**src/rtl/shift_buffer.sv**
```systemverilog
// Receive frame buffer: samples rfin once per sh_en strobe, shifts into a
// frame register, and holds a sync-aligned frame on a valid/ready handshake.
module shift_buffer #(
    parameter int                   FRAME_LEN = 64,
    parameter logic [FRAME_LEN-1:0] SYNC_MASK = 64'h7C00_001F_0000_0000,
    parameter logic [FRAME_LEN-1:0] SYNC_VAL  = 64'h7C00_001F_0000_0000
) (
    input  logic                 clk,
    input  logic                 rst,
    input  logic                 rfin,
    input  logic                 sh_en,
    input  logic                 RX,
    input  logic                 tx_rdy,
    output logic [FRAME_LEN-1:0] frame_data,
    output logic                 frame_vld,
    output logic [7:0]           frame_cnt,
    output logic                 hunting
);

    typedef enum logic [1:0] {
        IDLE = 2'd0,
        HUNT = 2'd1,
        HOLD = 2'd2
    } state_t;

    localparam logic [6:0] CNT_FULL = 7'(FRAME_LEN);

    state_t               state;
    state_t               state_next;
    logic                 rfin_meta;
    logic                 rfin_sync;
    logic                 rfin_prev;
    logic                 rfin_edge;
    logic                 hit;
    logic [6:0]           bit_cnt;
    logic [FRAME_LEN-1:0] shreg;
    logic                 match;

    assign rfin_edge = rfin_sync & ~rfin_prev;
    assign match     = (bit_cnt == CNT_FULL) && ((shreg & SYNC_MASK) == SYNC_VAL);

    always_ff @(posedge clk or negedge rst) begin
        if (!rst) begin
            rfin_meta <= 1'b0;
            rfin_sync <= 1'b0;
            rfin_prev <= 1'b0;
        end else begin
            rfin_meta <= rfin;
            rfin_sync <= rfin_meta;
            rfin_prev <= rfin_sync;
        end
    end

    always_ff @(posedge clk or negedge rst) begin
        if (!rst) state <= IDLE;
        else      state <= state_next;
    end

    // RX loss in HUNT takes priority over a coinciding match; HOLD ignores RX.
    always_comb begin
        state_next = state;
        case (state)
            IDLE: if (RX) state_next = HUNT;
            HUNT: begin
                if (!RX)        state_next = IDLE;
                else if (match) state_next = HOLD;
            end
            HOLD: if (tx_rdy) state_next = RX ? HUNT : IDLE;
            default: state_next = IDLE;
        endcase
    end

    // An edge arriving in the strobe cycle belongs to the bit being shifted.
    always_ff @(posedge clk or negedge rst) begin
        if (!rst) begin
            shreg     <= '0;
            bit_cnt   <= '0;
            hit       <= 1'b0;
            frame_cnt <= '0;
        end else begin
            case (state)
                HUNT: begin
                    if (!RX) begin
                        bit_cnt <= '0;
                        hit     <= 1'b0;
                    end else if (sh_en) begin
                        shreg <= {shreg[FRAME_LEN-2:0], hit | rfin_edge};
                        hit   <= 1'b0;
                        if (bit_cnt != CNT_FULL) bit_cnt <= bit_cnt + 7'd1;
                    end else if (rfin_edge) begin
                        hit <= 1'b1;
                    end
                end
                HOLD: begin
                    hit <= 1'b0;
                    if (tx_rdy) begin
                        frame_cnt <= frame_cnt + 8'd1;
                        bit_cnt   <= '0;
                    end
                end
                default: hit <= 1'b0;
            endcase
        end
    end

    assign frame_data = shreg;
    assign frame_vld  = (state == HOLD);
    assign hunting    = (state == HUNT);

endmodule

```
**config.mk**
```make
export PLATFORM = sky130hd
export DESIGN_NAME = shift_buffer
export DESIGN_NICKNAME = d
export VERILOG_FILES = /design/src/rtl/shift_buffer.sv
export SDC_FILE = /design/constraint.sdc
export NUM_CORES = 1
export LEC_CHECK = 0
export BUFFER_PORTS_ARGS = -buffer_cell sky130_fd_sc_hd__buf_4
export CAP_MARGIN = 20
export CORE_UTILIZATION = 40
export CTS_CLUSTER_DIAMETER = 120
export CTS_CLUSTER_SIZE = 28
export DETAILED_ROUTE_END_ITERATION = 8
export GPL_ROUTABILITY_DRIVEN = 0
export GPL_TIMING_DRIVEN = 1
export PLACE_DENSITY = 0.7
export SETUP_SLACK_MARGIN = 0.2
export SLEW_MARGIN = 20
export SYNTH_ARGS = -nofsm -noshare
export SYNTH_HDL_FRONTEND = slang
export SYNTH_SLANG_ARGS = --single-unit
```
**constraint.sdc**
```tcl
create_clock -name clk -period 3.1 [get_ports clk]
set_clock_uncertainty 0.05 [all_clocks]
set_input_delay 0.775 -clock clk [delete_from_list [all_inputs] [get_ports clk]]
set_output_delay 0.775 -clock clk [all_outputs]
set_load 0.02 [all_outputs]
```
==> results.tsv <==
stage	metric	value	unit
worst_setup_path	critPathBufInv	1	
drt	ant_nets	0	
yosys	yosysSeqAreaShare	61.17	%
drt	num_vias	2220	
worst_setup_path	critPathMaxStageDelay	690	ps
placed_design	dp_hpwl	4486	µm
placed_design	io_buffers	79	
worst_setup_path	crit_path_end_kind	flop	
drt	wirelength	6485	µm
timing	period_minus_slack	2270	ps
final_layout	stdcell_count	437	
clocking	cts-resized-gates	0	
timing	slew_viol_final	0	
floorplan	die-area	9070	µm²
power_and_ir_drop	p_seq_share	49.6	%
timing	finalSetupTns	0	ps
power_and_ir_drop	leakagePower	0.002322	µW
clocking	path_clk_slew	80	ps
clocking	numCtsBuffers	9	
final_layout	n_fill_cell	719	
timing	timing.hold.ws	304.2	ps
power_and_ir_drop	power_frac_comb	19.7	%
worst_setup_path	crit_fanout	65	
grt	antenna_found_initial	0	
final_layout	drive_gt1_share	49.10	%
final_layout	diodes	0	
power_and_ir_drop	ir_worst_vdd	0.2878	mV
floorplan	core.rowCount	33	
outcome	status	finished clean	
worst_setup_path	worst_path_dominant_cell_family	simple AND/OR/NAND/NOR gates	
final_layout	final_area	4397	µm²
yosys	yosys-top-cells-count	dfrtp_1 (85), mux2_2 (64), nand3_1 (10), nand2_1 (8)	
floorplan	initial_utilization	41.90	%
worst_hold_path	hold_class	flop to flop	
grt	grt_pass1_wl	10790	µm
yosys	synthCells	245	
placed_design	place_area	4199	µm²
yosys	yosysTopAreaCellShare	61.17	%
grt	first_global_vias	2192	
final_layout	multi_input_area	1301	µm²
worst_setup_path	startpoint_type	flop	
clocking	clk_latency	340	ps
drt	drt-initial-drc-count	93	
clocking	cts_hold_buf	0	
worst_setup_path	critPathLaunch	state[1]	
final_layout	utilization	52.98	%
floorplan	core_area	8299	µm²
worst_setup_path	slowest_stage	nand3_4	
floorplan	die_y	95.24	µm
yosys	synth_cell_types	33	
power_and_ir_drop	clockPowerShare	30.7	%
grt	grt.overflow.total	0	
clocking	clockBufferDepth	2	
timing	rsz0062_at_grt	false	
worst_hold_path	min_from	rfin_meta	
clocking	cts_htree_levels	3	
worst_setup_path	path_class	flop to flop	
yosys	synth_edf_count	0	
worst_setup_path	path_cells	inv_1 -> ha_1 -> nand3_4 -> mux2_2	
yosys	synth_area_leader_cell	dfrtp_1	
drt	via_per_inst	5.080	
clocking	postCtsSetupRepairBufs	0	
timing	post-route-period-util	73.24	%
grt	grt_max_degree	66	
final_layout	fin_nets	341	
timing	worst_slew_pin_slew	875.0	ps
timing	max_clock_freq	0.4404	GHz
clocking	cts_root_buffer	clkbuf_8	
yosys	synthArstFlopShare	100.0	%
worst_setup_path	required	3280	ps
yosys	yosys_warnings	0	
yosys	netlist_top_cells_area	dfrtp_1 (61%), mux2_2 (21%), ha_1 (2.5%)	
worst_setup_path	critPathArrivalTime	2450	ps
power_and_ir_drop	internal-power	1803	µW
clocking	cts_sinks	85	
yosys	synth_nets	258	
timing	setup_viol	0	
job	maxCapViolations	0	
final_layout	syn_to_final_growth	26.45	%
placed_design	dp_cells	422	
yosys	ys_ff_latch	85	
power_and_ir_drop	power.switching	745.3	µW
clocking	cts_tree	yes	
yosys	synth_flop_cell	dfrtp_1	
yosys	syn_area	3477	µm²
yosys	syn_avg_cell_area	14.19	µm²
yosys	yosysMostFrequentCell	dfrtp_1	
drt	post-route-drc-count	0	
power_and_ir_drop	power_density	579.5	nW/µm²
final_layout	area.sequential	2127	µm²
timing	slew_headroom	41.67	%
timing	finalHoldViolCount	0	
drt	firstDrtPassIters	4	
floorplan	die_w	95.24	µm
grt	grt_usage	15.69	%
drt	wl_per_cell	14.84	µm
floorplan	ios	80	
power_and_ir_drop	power_switching_share	29.25	%
worst_setup_path	r2r_start	state[1]	
[worst reg2reg max path, cell delays in order, from the launching register on]
cell and delay (ps):
dfrtp_1 430, inv_1 90, ha_1 320, nand3_4 690, mux2_2 590
[power groups by stage]
stage / sequential [µW] / combinational, µW / clock, µW
6_report: 1260 / 502 / 781
5_1_grt: 1280 / 555 / 849
4_1_cts: 1260 / 511 / 810
3_5_place_dp: 1290 / 509 / 0
3_3_place_gp: 1280 / 499 / 0
2_1_floorplan: 1330 / 264 / 0
[registers in the layout, summed over array words and instances, names as in the netlist]
signal,count
frame_data,64
frame_cnt,8
bit_cnt,7
state,2
hit,1
rfin_meta,1
rfin_prev,1
rfin_sync,1
[cell type report]
| type | count | share of cell area (%) |
|---|---|---|
| repair buffers | 80 | 13.94 |
| inverters | 7 | 0.5976 |
| flip-flops and latches | 85 | 48.38 |
| clock inverters | 4 | 1.281 |
| clock buffers | 11 | 3.216 |
| multi-input cells | 145 | 29.60 |
| well taps | 105 | 2.988 |
[layer usage]
metal  track usage [%]  part of all wire (%)
met1             21.52                    46
met2             23.57                    46
met3             3.190                   6.1
met4             7.955                   1.7
met5                 0                     0
[metrics by stage]
| step | worst slack [ps] | power (µW) |
|---|---|---|
| CTS | 796.8 | 2585 |
| global route | 615.6 | 2682 |
| floorplan | 892.7 | 1593 |
| detailed placement | 760.8 | 1794 |
| global placement | 785.6 | 1780 |
| finish | 829.6 | 2548 |
[final timing paths]
| kind | endpoint | slack (ps) | depth (start not counted) |
|---|---|---|---|
| max reg2reg | frame_data[2] | 830 | 4 |
| max | frame_data[2] | 830 | 4 |
| min | rfin_sync | 300 | 0 |
| min in group asynchronous | frame_data[12] | 350 | 1 |
| min reg2reg | rfin_sync | 300 | 0 |
| max in group asynchronous | frame_data[17] | 2000 | 2 |
[placed cells by master, fill, tap and decap left out, types with 4 or more instances in the layout]
| master | synthesis | final |
|---|---|---|
| buf_4 | 0 | 79 |
| dfrtp_1 | 85 | 85 |
| o31ai_1 | 7 | 7 |
| nand4_1 | 4 | 4 |
| nand2_1 | 8 | 8 |
| clkbuf_8 | 0 | 10 |
| o21ai_0 | 5 | 5 |
| ha_1 | 7 | 7 |
| mux2_2 | 64 | 64 |
| nor2_1 | 5 | 5 |
| xnor2_1 | 4 | 4 |
| nand3_1 | 10 | 9 |
| inv_1 | 7 | 7 |
[cells by family after synthesis]
group	Yosys count	share of synthesized area, %
DFF	85	61.17
muxes	67	21.59
and+or+nand+nor	42	6.837
AOI/OAI and AO/OA	22	4.355
buffers and inverters	15	1.763
xor gates and xnor gates	7	1.763
adders and majority gates	7	2.519
Note: power is estimated with default switching activity, not from simulation.
